<file path="src/rtl/pc_stack_pkg.sv">
// pc_stack_pkg
//   Shared definitions for the fetch path: program-counter width, reset vector,
//   return-stack geometry, and the next-PC selector codes used by the decoder
//   and the 3-way selector that feeds pc_stack.pc_next_in.
package pc_stack_pkg;

    localparam int unsigned PC_ADDR_WIDTH   = 32'd12;
    localparam int unsigned PC_RESET_VECTOR = 32'd0;
    localparam int unsigned PC_STACK_DEPTH  = 32'd31;
    localparam int unsigned PC_PTR_WIDTH    = 32'd5;

    // Next-PC selector codes: data0 = pc_inc, data1 = branch target, data2 = stack_top.
    typedef enum logic [1:0] {
        SEL_INC    = 2'b00,
        SEL_BRANCH = 2'b01,
        SEL_RETURN = 2'b10
    } next_pc_sel_e;

endpackage : pc_stack_pkg

</file>
<file path="src/rtl/lifo_stack.sv">
// lifo_stack
//   DEPTH x WIDTH register-array return stack with depth counter.
//   push and pop arrive already qualified by the caller.
//   Ports:
//     clk, reset      clock, asynchronous active-high reset (depth only)
//     push, pop       requests; both together replace the top entry
//     wr_data         value written on push / replace
//     top             newest entry, 0 while empty
//     depth           number of valid entries
//     empty, full     depth == 0 / depth == DEPTH
module lifo_stack
    import pc_stack_pkg::*;
#(
    parameter int unsigned WIDTH     = PC_ADDR_WIDTH,
    parameter int unsigned DEPTH     = PC_STACK_DEPTH,
    parameter int unsigned PTR_WIDTH = PC_PTR_WIDTH
) (
    input  logic                 clk,
    input  logic                 reset,
    input  logic                 push,
    input  logic                 pop,
    input  logic [WIDTH-1:0]     wr_data,
    output logic [WIDTH-1:0]     top,
    output logic [PTR_WIDTH-1:0] depth,
    output logic                 empty,
    output logic                 full
);

    logic [WIDTH-1:0]     mem_r [DEPTH];
    logic [PTR_WIDTH-1:0] depth_r;
    logic [PTR_WIDTH-1:0] depth_nxt_s;
    logic [PTR_WIDTH-1:0] wr_idx_s;
    logic [PTR_WIDTH-1:0] top_idx_s;
    logic                 wr_en_s;
    logic                 empty_s;
    logic                 full_s;

    assign top_idx_s = depth_r - PTR_WIDTH'(1);
    assign empty_s   = (depth_r == {PTR_WIDTH{1'b0}});
    assign full_s    = (depth_r == PTR_WIDTH'(DEPTH));

    // Next depth and write port decode for every push/pop combination.
    always_comb begin
        depth_nxt_s = depth_r;
        wr_en_s     = 1'b0;
        wr_idx_s    = depth_r;
        case ({push, pop})
            2'b10: begin
                if (!full_s) begin
                    wr_en_s     = 1'b1;
                    depth_nxt_s = depth_r + PTR_WIDTH'(1);
                end else begin
                    wr_en_s     = 1'b0;
                end
            end
            2'b01: begin
                if (!empty_s) begin
                    depth_nxt_s = top_idx_s;
                end else begin
                    depth_nxt_s = depth_r;
                end
            end
            2'b11: begin
                // Replace the top entry; on an empty stack this degenerates to a push.
                wr_en_s = 1'b1;
                if (!empty_s) begin
                    wr_idx_s = top_idx_s;
                end else begin
                    wr_idx_s    = depth_r;
                    depth_nxt_s = depth_r + PTR_WIDTH'(1);
                end
            end
            default: begin
                depth_nxt_s = depth_r;
            end
        endcase
    end

    // Depth counter; the only reset state of the stack.
    always_ff @(posedge clk or posedge reset) begin
        if (reset) begin
            depth_r <= {PTR_WIDTH{1'b0}};
        end else begin
            depth_r <= depth_nxt_s;
        end
    end

    // Entry storage, intentionally not reset.
    always_ff @(posedge clk) begin
        if (wr_en_s) begin
            mem_r[wr_idx_s] <= wr_data;
        end
    end

    // Forced to 0 while empty so no uninitialised entry ever reaches the selector.
    always_comb begin
        if (empty_s) begin
            top = {WIDTH{1'b0}};
        end else begin
            top = mem_r[top_idx_s];
        end
    end

    assign depth = depth_r;
    assign empty = empty_s;
    assign full  = full_s;

endmodule : lifo_stack

</file>
<file path="src/rtl/pc_stack.sv">
// pc_stack
//   Fetch-address register, incrementer and hardware return-address stack.
//   pc_inc and stack_top feed the next-PC selector, whose result returns as
//   pc_next_in; CALL pushes pc_q+1, RETURN pops.
//   Ports:
//     clk, reset                 clock, asynchronous active-high reset
//     pc_en                      advance PC; also qualifies push/pop
//     pc_next_in                 next PC from the selector
//     push, pop                  CALL / RETURN requests
//     pc_q                       registered fetch address
//     pc_inc                     pc_q+1, wraps
//     stack_top                  newest return address, 0 when empty
//     stack_depth                valid entries
//     stack_empty, stack_full    depth status
//     stack_overflow/underflow   sticky refused-push / refused-pop flags
module pc_stack
    import pc_stack_pkg::*;
#(
    parameter int unsigned ADDR_WIDTH   = PC_ADDR_WIDTH,
    parameter int unsigned DEPTH        = PC_STACK_DEPTH,
    parameter int unsigned PTR_WIDTH    = PC_PTR_WIDTH,
    parameter int unsigned RESET_VECTOR = PC_RESET_VECTOR
) (
    input  logic                  clk,
    input  logic                  reset,
    input  logic                  pc_en,
    input  logic [ADDR_WIDTH-1:0] pc_next_in,
    input  logic                  push,
    input  logic                  pop,
    output logic [ADDR_WIDTH-1:0] pc_q,
    output logic [ADDR_WIDTH-1:0] pc_inc,
    output logic [ADDR_WIDTH-1:0] stack_top,
    output logic [PTR_WIDTH-1:0]  stack_depth,
    output logic                  stack_empty,
    output logic                  stack_full,
    output logic                  stack_overflow,
    output logic                  stack_underflow
);

    logic [ADDR_WIDTH-1:0] pc_r;
    logic [ADDR_WIDTH-1:0] pc_inc_s;
    logic                  push_s;
    logic                  pop_s;
    logic                  empty_s;
    logic                  full_s;
    logic                  ovf_r;
    logic                  unf_r;
    logic                  ovf_set_s;
    logic                  unf_set_s;

    assign pc_inc_s = pc_r + ADDR_WIDTH'(1);
    assign push_s   = pc_en & push;
    assign pop_s    = pc_en & pop;

    // A lone push on a full stack is refused; push+pop on a full stack is a legal replace.
    // Any pop on an empty stack is refused, even when paired with a push.
    always_comb begin
        if (push_s && !pop_s && full_s) begin
            ovf_set_s = 1'b1;
        end else begin
            ovf_set_s = 1'b0;
        end
        if (pop_s && empty_s) begin
            unf_set_s = 1'b1;
        end else begin
            unf_set_s = 1'b0;
        end
    end

    // PC register and sticky error flags.
    always_ff @(posedge clk or posedge reset) begin
        if (reset) begin
            pc_r  <= ADDR_WIDTH'(RESET_VECTOR);
            ovf_r <= 1'b0;
            unf_r <= 1'b0;
        end else begin
            if (pc_en) begin
                pc_r <= pc_next_in;
            end
            if (ovf_set_s) begin
                ovf_r <= 1'b1;
            end
            if (unf_set_s) begin
                unf_r <= 1'b1;
            end
        end
    end

    lifo_stack #(
        .WIDTH     (ADDR_WIDTH),
        .DEPTH     (DEPTH),
        .PTR_WIDTH (PTR_WIDTH)
    ) u_lifo (
        .clk     (clk),
        .reset   (reset),
        .push    (push_s),
        .pop     (pop_s),
        .wr_data (pc_inc_s),
        .top     (stack_top),
        .depth   (stack_depth),
        .empty   (empty_s),
        .full    (full_s)
    );

    assign pc_q            = pc_r;
    assign pc_inc          = pc_inc_s;
    assign stack_empty     = empty_s;
    assign stack_full      = full_s;
    assign stack_overflow  = ovf_r;
    assign stack_underflow = unf_r;

endmodule : pc_stack
</file>
<file path="config.mk">
export PLATFORM = sky130hd
export DESIGN_NAME = pc_stack
export DESIGN_NICKNAME = d
export VERILOG_FILES = /design/src/rtl/pc_stack_pkg.sv /design/src/rtl/lifo_stack.sv /design/src/rtl/pc_stack.sv
export SDC_FILE = /design/constraint.sdc
export NUM_CORES = 1
export LEC_CHECK = 0
export ABC_AREA = 1
export CORE_ASPECT_RATIO = 0.8
export CORE_MARGIN = 4
export CORE_UTILIZATION = 31
export DETAILED_ROUTE_END_ITERATION = 16
export HOLD_SLACK_MARGIN = 0.05
export PLACE_DENSITY = 0.43
export SYNTH_ARGS = -nofsm -noshare
export SYNTH_HDL_FRONTEND = slang
export SYNTH_SLANG_ARGS = --single-unit
export TNS_END_PERCENT = 10
</file>
<file path="constraint.sdc">
create_clock -name clk -period 3.4 [get_ports clk]
set_input_delay 1.02 -clock clk [delete_from_list [all_inputs] [get_ports clk]]
set_output_delay 1.02 -clock clk [all_outputs]
set_load 0.1 [all_outputs]
</file>
======== Word level (Yosys, flattened, before mapping) ========
Memories as Yosys holds them, arrays and structs flattened.
Cells that the tools add are included.
cells by class
  add/sub/neg operators ................... 3
  equal/unequal tests ..................... 6
  muxes and demuxes ....................... 12
  bitwise operators ....................... 2
  reduce and logical (&&, ||, !) cells .... 7
operator list
  operator               count
  $mux 5                 4
  $pmux 5 s3             1
  $add 12x1->12 const B  1
  $mux 12                1
  $add 5x1->5 const B    1
  $eq 5x5->1 const B     1
  $logic_not 5->1        1
  $mux 1                 5
  $sub 5x1->5 const B    1
  $eq 2x2->1 const B     2
  $ne 2x2->1 const B     2
  $logic_and 1x1->1      3
  $reduce_and 3->1       1
  $reduce_bool 3->1      1
  $and 1x1->1            2
  $eq 2x1->1 const B     1
  $pmux 1 s2             1
  $logic_not 1->1        1
word-level totals
  register bits after elaboration ......... 19
  memory bits (writable) .................. 372
  bits of input ports ..................... 17
  output and inout port bits .............. 45
  logic and storage cells ................. 35
  memories kept ........................... 1
memory list
  name          words  width  read ports  clocked after memory_dff  wr ports  line              text
  u_lifo.mem_r  31     12     1           0                         1         lifo_stack.sv:29  logic [WIDTH-1:0] mem_r [DEPTH];

======== Logic depth before layout (Yosys ltp) ========
Gate-level depths: netlist of the first run.
  depth in word-level cells ............... 5
  mapped depth ............................ 15
  depth with buffers taken out ............ 12

======== Cells and area by module ========
Synthesis of the first run repeated with hierarchy kept, for this count alone.
second synthesis, totals
  cell total of the unflattened synthesis .. 1,418
  area, all modules ....................... 16,399.5 sq um
modules (own cells, without submodules)
  module      times used  cells an instance  area an instance (sq um)  sequential area each (sq um)
  lifo_stack  1           1,324              15,627.5                  11,295.8
  pc_stack    1           94                 772.0                     350.3

======== Least setup slack after synthesis of the first run ========
No wires, ideal clock.
  path kind ............................... register to output
  start ................................... reg pc_r[1] (netlist: pc_q[1])
  end ..................................... out pc_inc[10]
  data arrival time ....................... 4.225 ns
  data required time ...................... 2.380 ns
  setup slack ............................. -1.845 ns
  stages on the path, launching flop included .. 7
  buffers on the path ..................... 0
  cell sequence ........................... dfrtp_1 ha_1 nand3_1 nor3_1 nand3_1 nor3_1 xor2_1
between the ends
  longest elaborated chain between the ends .. 1
RTL lines
  element                 line            text
  from (decl)             pc_stack.sv:40  logic [ADDR_WIDTH-1:0] pc_r;
  from (signal assigned)  pc_stack.sv:73  pc_r <= ADDR_WIDTH'(RESET_VECTOR);
  from (signal assigned)  pc_stack.sv:78  pc_r <= pc_next_in;
  $add 12x1->12           pc_stack.sv:51  assign pc_inc_s = pc_r + ADDR_WIDTH'(1);
  to (decl)               pc_stack.sv:31  output logic [ADDR_WIDTH-1:0] pc_inc,
No other way between the ends.

======== Final worst setup path of the first run ========
  start ................................... reg u_lifo.depth_r[1] (netlist: u_lifo.depth[1])
  end ..................................... out stack_top[3]
between the ends
  longest elaborated chain between the ends .. 3
  elaborated cells on any way between the ends .. 4
  classes of those cells .................. add/sub: 1; mux: 1; reduce/logical: 1; memory: 1
RTL lines
  element                 line              text
  from (decl)             lifo_stack.sv:30  logic [PTR_WIDTH-1:0] depth_r;
  from (signal assigned)  lifo_stack.sv:82  depth_r <= {PTR_WIDTH{1'b0}};
  from (signal assigned)  lifo_stack.sv:84  depth_r <= depth_nxt_s;
  $sub 5x1->5             lifo_stack.sv:38  assign top_idx_s = depth_r - PTR_WIDTH'(1);
  $mem_v2 31x12           --
  $mux 12 (*)             lifo_stack.sv:97  if (empty_s) begin
  to (decl)               pc_stack.sv:32    output logic [ADDR_WIDTH-1:0] stack_top,
Every way passes the cells marked *; elsewhere a longest branch is shown, timed or not.

==> results of run 1 <==
-- layer usage --
layer  wire, µm  GRT usage (%)  vias up
li1           -              -     5261
met1      27200           29.4     5641
met2      22600           27.5      276
met3       3160           4.11       53
met4        780           4.06        0
met5          0              0        -
-- synth_stat cells (all sizes together), types with 2 or more instances --
cell    count
o21ai      18
o21bai      2
buf        62
edfxtp    372
xor2       14
nand3     329
dfrtp      19
or2        11
nor3        4
clkbuf     18
nor2       55
ha          5
inv        39
a21oi      16
nand2     445
mux2        5
nand4       2
-- repair_timing --
action	CTS	global route
cloned	6	1
pin swaps	27	22
setup buffers	16	1
gates resized for setup	84	52
setup endpoints to repair	20	19
-- per-stage QoR --
stage | setup slack [ns] | TNS (ns) | utilization (%) | std cells | area [µm²]
floorplan | -0.282 | -1.41 | - | 1419 | 17100
global placement | -0.0493 | -0.161 | 37.2 | 2179 | 19200
detailed placement | -0.0406 | -0.477 | 37.2 | 2179 | 19200
CTS | -0.443 | -6.05 | 41.1 | 2277 | 21200
global route | -0.508 | -6.99 | 41.6 | 2278 | 21400
finish | -0.403 | -5.00 | 41.6 | 2278 | 21400
-- flip-flops by register name, indices dropped and copies added, names as in the netlist --
name,flops
pc_q,12
stack_overflow,1
stack_underflow,1
u_lifo.mem_r,372
u_lifo.depth,5
-- worst max-delay path by stage --
stage | startpoint | endpoint | depth (start not counted)
2_1_floorplan | pc_q[1] | pc_inc[10] | 6
5_1_grt | u_lifo.depth[1] | stack_top[9] | 10
6_report | u_lifo.depth[1] | stack_top[3] | 12
3_3_place_gp | u_lifo.depth[0] | stack_top[10] | 11
4_1_cts | u_lifo.depth[1] | stack_top[4] | 10
3_5_place_dp | pc_en | u_lifo.mem_r[0][11] | 10
-- cells by family after synthesis --
| logic type | synth area share (%) |
|---|---|
| flops | 71.3 |
| fa+ha+maj | 0.383 |
| compound gates | 1.38 |
| simple gates | 22.5 |
| buf+inv | 3.25 |
| mux | 0.345 |
| xor+xnor | 0.843 |
-- worst register-to-register path, cell delays in order (launching register included) --
cell	delay, ns
dfrtp_4	0.50
buf_4	0.17
buf_16	0.22
ha_1	0.31
nand2_1	0.08
nor2_1	0.06
ha_2	0.22
a21oi_2	0.36
nand3_2	0.17
buf_12	0.18
nor2_1	0.28
buf_4	0.25
-- layout make-up --
class	instances	area share, %
Tap cell	684	3.99
Clock inverter	16	0.490
Timing Repair Buffer	179	10.2
Sequential cell	391	54.5
Inverter	39	0.817
Clock buffer	60	5.50
Multi-Input combinational cell	909	24.5
==> flow_summary.toml, run 1 <==
[clock_tree]
clk_latency_ns = 0.57
clk_pin_slew_ns = 0.06
cts_inserted_buffers = 42
clockBufferDepth = 3
htree_num_levels = 2
cts_tree = "done"
clock-sinks = 391
cts-root-buf = "clkbuf_16"
postCtsHoldBufs = 0

[setup_path]
crit_family = "simple AND/OR/NAND/NOR gates"
crit_path_frequent_cell = "buf_12"
reg2reg_to = "u_lifo.mem_r[0][10]"
rrSetupSlack_ns = 0.28
critical_path.endpoint_type = "output pin"
cp-start-kind = "register"
path_class = "reg -> out"
path_max_fanout = 18
r2r-start = "u_lifo.depth[0]"
path_buf_inv = 4
path_cells = "clkinvlp_4, ha_4, buf_12, buf_12, nand3_1, nand3_2, nand3_1, nand2_1, nand2_1, nand2_2, nor2_4, buf_12"
ff2ff_path_depth = 11
slowest_stage = "dfrtp_4"
cp.arrival_ns = 2.78
worstPathRequired_ns = 2.38
max_stage_delay_ns = 0.42

[sta]
slew_headroom_pct = 44.9
fin_crit_sh_pct = 112
rsz0062_at_grt = "yes"
hold_viol_final = 0
tightestPinTransition_ns = 0.826
fin_crit_ns = 3.80
setup_viol_count_final = 16
drv_slew = 0
fin_ws_ns = -0.403
fmax_mhz = 263
fin_hold_ws_ns = 0.484
finalClockSkew_ns = 0.0251

[layout]
drive_above_1_share_pct = 28.8
antenna_cells = 0
final_common_cell = "nand2_1"
final_cell_mix = "nand2_1, edfxtp_1, nand3_1"
syn2layout_area_growth_pct = 31.3
multi_input_area_um2 = 5260
nets = 1584
fillers = 4865
register_area_um2 = 11700

[floorplanning]
die-area_um2 = 56400
core_area_um2 = 51600
start_util_pct = 31.7
die-height_um = 213
num_rows = 74
die_w_um = 265
io_pins = 62

[route]
via_per_inst = 4.93
drt_iter0_drc = 905
drtPass1Iterations = 5
routed_wirelength_um = 53700
vias = 11200
drc = 0
wl_per_cell_um = 23.6
antenna_left = 0

[synth]
yosys_most_used_dff = "edfxtp_1"
synth_area_per_cell_um2 = 11.5
synth_area_leader_cell = "edfxtp_1"
synthTopCellsByArea = "edfxtp_1, nand2_1, nand3_1"
ys_warn_count = 0
synth-seq-area-share_pct = 71.3
synth_cell_type_count = 30
syn-num-nets = 1441
async_reset_ff_share_pct = 4.86
syn_inst = 1419
synth_area_um2 = 16300
synth_edf_count = 372
synth-seq-cells = 391
netlist.area_leader.share_pct = 68.4

[grt]
grt_util_all_layers_pct = 19.0
grt.overflow.total = 0
grt_pass1_wl_um = 78400
grt_start_max_net_pins = 96
grt_antenna_before_repair = 0
grt_pass1_vias = 10900

[worst_hold_path]
hold_end = "stack_overflow"
min_from = "stack_overflow"
min_path_cells = 1
worstHoldPathType = "reg -> reg"

[place]
portBuffers = 61
dpl.hpwl_um = 32600
place_congestion = 0.787

[run_status]
violations = "setup timing"
status = "complete, but fails checks"

[run]
maxCapViolCount = 0
Power of run 1 is left out: the tool's default activity adds up to more than one toggle a clock period on the data nets, which glitch-free logic cannot reach.
==> run 2: changes to the inputs <==
--- a/config.mk
+++ b/config.mk
@@ -8,2 +8,3 @@
 export ABC_AREA = 1
+export CAP_MARGIN = 20
 export CORE_ASPECT_RATIO = 0.8
--- a/constraint.sdc
+++ b/constraint.sdc
@@ -3,2 +3,2 @@
 set_output_delay 1.02 -clock clk [all_outputs]
-set_load 0.1 [all_outputs]
+set_load 0.05 [all_outputs]
==> run 2 against run 1 <==
  * The flow still finishes with violations (setup timing)
  * Non-clock buffer count up 17
  * Count of clock-buffer cells in the layout down 6
  * Largest cell class unchanged
  * Register-to-register slack better by 0.04 ns
  * Cell count is 0.70% higher
  * Global-route usage is 0.34 points lower
==> flow_summary.toml, run 2 (synthesis gave the netlist of run 1 again) <==
[grt]
grt_antenna_before_repair = 0
grt_util_met3_pct = 3.62
top_usage_layer = "met1"
grt_pass1_vias = 11000
grt_start_max_net_pins = 111
grt_util_all_layers_pct = 18.7
grt.overflow.total = 0
grt_pass1_wl_um = 77100
grt.met2_usage_pct = 27.8
met1_usage_pct = 28.3

[setup_path]
startpoint = "u_lifo.depth[0]"
max_stage_delay_ns = 0.45
path_class = "reg -> out"
reg2reg_to = "u_lifo.mem_r[0][2]"
rrSetupSlack_ns = 0.32
cp.arrival_ns = 2.73
r2r-start = "u_lifo.depth[0]"
worstPathRequired_ns = 2.38
cp-start-kind = "register"
ff2ff_path_depth = 12
path_cells = "clkinv_8, ha_4, buf_6, clkinv_8, buf_16, buf_6, nand3_1, nand3_1, nand3_2, a21oi_4, nor2_4, buf_12"
slowest_stage = "dfrtp_4"
path_max_fanout = 6
critical_path.endpoint_type = "output pin"

[route]
wl_per_cell_um = 24.0
vias = 11500
drtPass1Iterations = 5
drt_iter0_drc = 979
drc = 0
routed_wirelength_um = 55100
antenna_left = 0
via_per_inst = 5.00

[sta]
fin_ws_ns = -0.346
tightestPinTransition_ns = 0.841
hold_viol_final = 0
slew_headroom_pct = 43.9
fmax_mhz = 267
finalClockSkew_ns = 0.0110
fin_crit_sh_pct = 110
rsz0062_at_grt = "yes"
fin_crit_ns = 3.75
setup_viol_count_final = 16
drv_slew = 0

[layout]
syn2layout_area_growth_pct = 33.7
postLayoutCoreUtil_pct = 42.3
largest_register_ffs = 372
nets = 1603
final_common_cell = "nand2_1"
top_register = "u_lifo.mem_r"
drive_above_1_share_pct = 28.1
fillers = 4782
final_cell_mix = "nand2_1, edfxtp_1, nand3_1"

[floorplanning]
io_pins = 62
start_util_pct = 31.7
die_w_um = 265
die-area_um2 = 56400
core_area_um2 = 51600
num_rows = 74
die-height_um = 213

[worst_hold_path]
min_from = "stack_underflow"
worstHoldPathType = "reg -> reg"
hold_end = "stack_underflow"
min_path_cells = 1

[clock_tree]
clockBufferDepth = 3
clk_pin_slew_ns = 0.06
cts_tree = "done"
htree_num_levels = 2
clk_latency_ns = 0.55
postCtsHoldBufs = 0
cts_inserted_buffers = 43
clock-sinks = 391
cts-root-buf = "clkbuf_16"

[pwr]
powerDensity_nw_per_um2 = 1150
vdd_ir_drop_max_uv = 809
leakage_nw = 8.07

[run_status]
violations = "setup timing"
status = "complete, but fails checks"

[run]
maxCapViolCount = 0

[place]
dpl.hpwl_um = 30200
dp_worst_setup_slack_ns = 0.0631
portBuffers = 61
place_congestion = 0.774
[run 2: stage by stage]
step | cells | power [W] | TNS [ns] | instance area (µm²) | hold WS (ns)
3_5_place_dp | 2168 | 0.0166 | 0 | 18700 | 0.467
6_report | 2294 | 0.0251 | -3.88 | 21800 | 0.494
3_3_place_gp | 2168 | 0.0166 | 0 | 18700 | 0.466
5_1_grt | 2293 | 0.0263 | -5.69 | 21800 | 0.518
4_1_cts | 2259 | 0.0229 | -4.72 | 20800 | 0.491
2_1_floorplan | 1419 | 0.0119 | -2.17 | 16500 | 0.809
[run 2: worst max-delay path by stage]
stage                                to  slack, ns  cells after the start
floorplan                     pc_inc[6]      -0.46                      4
global placement    u_lifo.mem_r[23][9]       0.06                     10
detailed placement  u_lifo.mem_r[12][4]       0.06                      8
CTS                        stack_top[1]      -0.35                     12
global route               stack_top[2]      -0.41                     11
finish                    stack_top[11]      -0.35                     12
[run 2: layout make-up]
type                       instances  area, µm²  share of cell area (%)
inverter                          39        181                   0.831
sequential                       391      11700                    53.4
clock buffer                      54       1160                    5.31
clock inverter                    19        116                   0.533
timing repair inverter             1       20.0                  0.0917
tap                              684        856                    3.92
antenna                            1       2.50                  0.0115
timing repair buffer             196       2650                    12.1
multi-input combinational        909       5200                    23.8
[run 2: worst max-delay path, delay by kind of cell (launching register included)]
family / cells / cell delay, ns
compound gates: 1 / 0.08
flops: 1 / 0.45
buf+inv: 6 / 0.79
simple gates: 4 / 0.51
fa+ha+maj: 1 / 0.33
[run 2: power breakdown]
group | switching, W | total (W) | internal [W] | leakage (nW)
registers | 0.000112 | 0.00567 | 0.00556 | 3.58
logic | 0.00912 | 0.0151 | 0.00597 | 3.87
clock network | 0.00186 | 0.00434 | 0.00247 | 0.627
total | 0.0111 | 0.0251 | 0.0140 | 8.07
[run 2: timing repair]
action,in CTS,in global routing
resized for setup,96,142
setup buffers,8,21
pin swaps,18,55
gates cloned,10,14
endpoints found under the setup margin,18,18
[run 2: per-layer routing]
| metal | share of wire [%] | wire length [µm] | up-vias |
|---|---|---|---|
| met1 | 47 | 26000 | 5733 |
| met5 | 0 | 0 | - |
| met3 | 7.1 | 3920 | 60 |
| met2 | 44 | 24200 | 387 |
| met4 | 1.8 | 981 | 0 |
| li1 | - | - | 5300 |
(Power assumes the default switching activity.)
==> run 3: changes to the inputs <==
- SETUP_SLACK_MARGIN: not set -> 0.02
==> run 3 against run 2 <==
  * The flow still finishes with violations (setup timing)
  * Count of clock-buffer cells in the layout shrank 4
  * Worst setup slack gained 0.14 ns
  * Non-clock buffer count shrank 23
  * Wire length shrank 5.4%
  * Die area is the same
  * Sequential share of layout area grew 0.83 points
  * Sequential power is essentially flat
==> flow_summary.toml, run 3 (synthesis gave the netlist of run 1 again) <==
[setup_path]
slowest_stage = "dfrtp_4"
max_stage_delay_ns = 0.43
path_cells = "inv_6, ha_4, buf_12, buf_16, nand3_1, nand3_1, nand3_1, a21oi_2, nor2_4, buf_12"
crit_path_frequent_cell = "nand3_1"
r2r-start = "u_lifo.depth[0]"
critical_path.endpoint_type = "output pin"
crit_family = "buffers and inverters"
cp-start-kind = "register"
cp.arrival_ns = 2.59
path_buf_inv = 4
path_class = "reg -> out"
worstPathRequired_ns = 2.38
path_max_fanout = 16
startpoint = "u_lifo.depth[0]"

[route]
via_per_inst = 4.96
drtPass1Iterations = 4
antenna_left = 0
vias = 11200
routed_wirelength_um = 52100
wl_per_cell_um = 23.0
drc = 0
drt_iter0_drc = 914

[sta]
tightestPinTransition_ns = 0.816
setup_tns_ns = -2.20
drv_slew = 0
finalClockSkew_ns = 0.0169
setup_viol_count_final = 12
slew_headroom_pct = 45.5
fin_ws_ns = -0.208
fmax_mhz = 277
fin_crit_ns = 3.61
fin_crit_sh_pct = 106
hold_viol_final = 0
rsz0062_at_grt = "yes"

[grt]
grt_start_max_net_pins = 62
grt_pass1_wl_um = 75700
grt.overflow.total = 0
grt_pass1_vias = 11200
grt_util_all_layers_pct = 18.1
grt_antenna_before_repair = 0

[place]
portBuffers = 61
dp_worst_setup_slack_ns = -0.00127
place_congestion = 0.851
dpl.hpwl_um = 28900

[pwr]
leakage_nw = 7.83
vdd_ir_drop_max_uv = 954
powerDensity_nw_per_um2 = 1110
total_power_w = 0.0239

[floorplanning]
start_util_pct = 31.7
die-area_um2 = 56400
io_pins = 62
die_w_um = 265
core_area_um2 = 51600
num_rows = 74
die-height_um = 213

[clock_tree]
clock-sinks = 391
clk_pin_slew_ns = 0.06
clockBufferDepth = 3
clk_latency_ns = 0.53
htree_num_levels = 2
cts_tree = "done"
cts-root-buf = "clkbuf_16"
postCtsHoldBufs = 0
cts_inserted_buffers = 41

[worst_hold_path]
min_from = "stack_overflow"
worstHoldPathType = "reg -> reg"

[layout]
top_register = "u_lifo.mem_r"
largest_register_ffs = 372
syn2layout_area_growth_pct = 31.7
drive_above_1_share_pct = 25.5
fillers = 4836
final_common_cell = "nand2_1"
nets = 1577
postLayoutCoreUtil_pct = 41.7
final_cell_mix = "nand2_1, edfxtp_1, nand3_1"
antenna_cells = 0

[run_status]
violations = "setup timing"
status = "complete, but fails checks"

[run]
maxCapViolCount = 0
## run 3: power by group
| part | switching [W] | internal [W] |
|---|---|---|
| combinational | 0.00881 | 0.00534 |
| clock | 0.00181 | 0.00227 |
| sequential | 0.000104 | 0.00556 |
| total | 0.0107 | 0.0132 |
## run 3: path summary, 6_finish.rpt
check | endpoint | slack, ns | cells past startpoint
max in group asynchronous | u_lifo.depth[0] | 1.84 | 2
setup / recovery | stack_top[3] | -0.21 | 10
setup reg to reg | u_lifo.mem_r[11][2] | 0.49 | 9
hold / removal | stack_overflow | 0.48 | 1
hold reg to reg | stack_overflow | 0.48 | 1
min in group asynchronous | pc_q[9] | 0.95 | 2
## run 3: layout make-up
cell class / count / area (µm²) / share of cell area (%)
Clock buffer: 50 / 1060 / 4.93
Clock inverter: 16 / 95.1 / 0.442
Inverter: 39 / 184 / 0.855
Multi-Input combinational cell: 909 / 5210 / 24.2
Sequential cell: 391 / 11700 / 54.2
Tap cell: 684 / 856 / 3.98
Timing Repair Buffer: 173 / 2440 / 11.4
## run 3: routing by layer
metal | routed length (µm) | part of all wire [%] | vias to the layer above | track usage, %
li1 | - | - | 5240 | -
met1 | 25500 | 49 | 5607 | 27.2
met2 | 22700 | 44 | 303 | 27.1
met3 | 3120 | 6.0 | 60 | 3.89
met4 | 806 | 1.5 | 0 | 3.50
met5 | 0 | 0 | - | 0
## run 3: through the flow
stage / area, µm² / hold slack, ns / std cells
after floorplan: 16500 / 0.809 / 1419
after global placement: 18800 / 0.463 / 2174
after detailed placement: 18800 / 0.468 / 2174
after CTS: 21200 / 0.487 / 2259
after global routing: 21500 / 0.518 / 2262
final: 21500 / 0.479 / 2262
## run 3: what timing repair did
item / in CTS / in global routing
pin swaps: 37 / 28
endpoints found under the setup margin: 17 / 18
resized for setup: 162 / 61
setup buffers: 7 / 1
gates cloned: 12 / 5
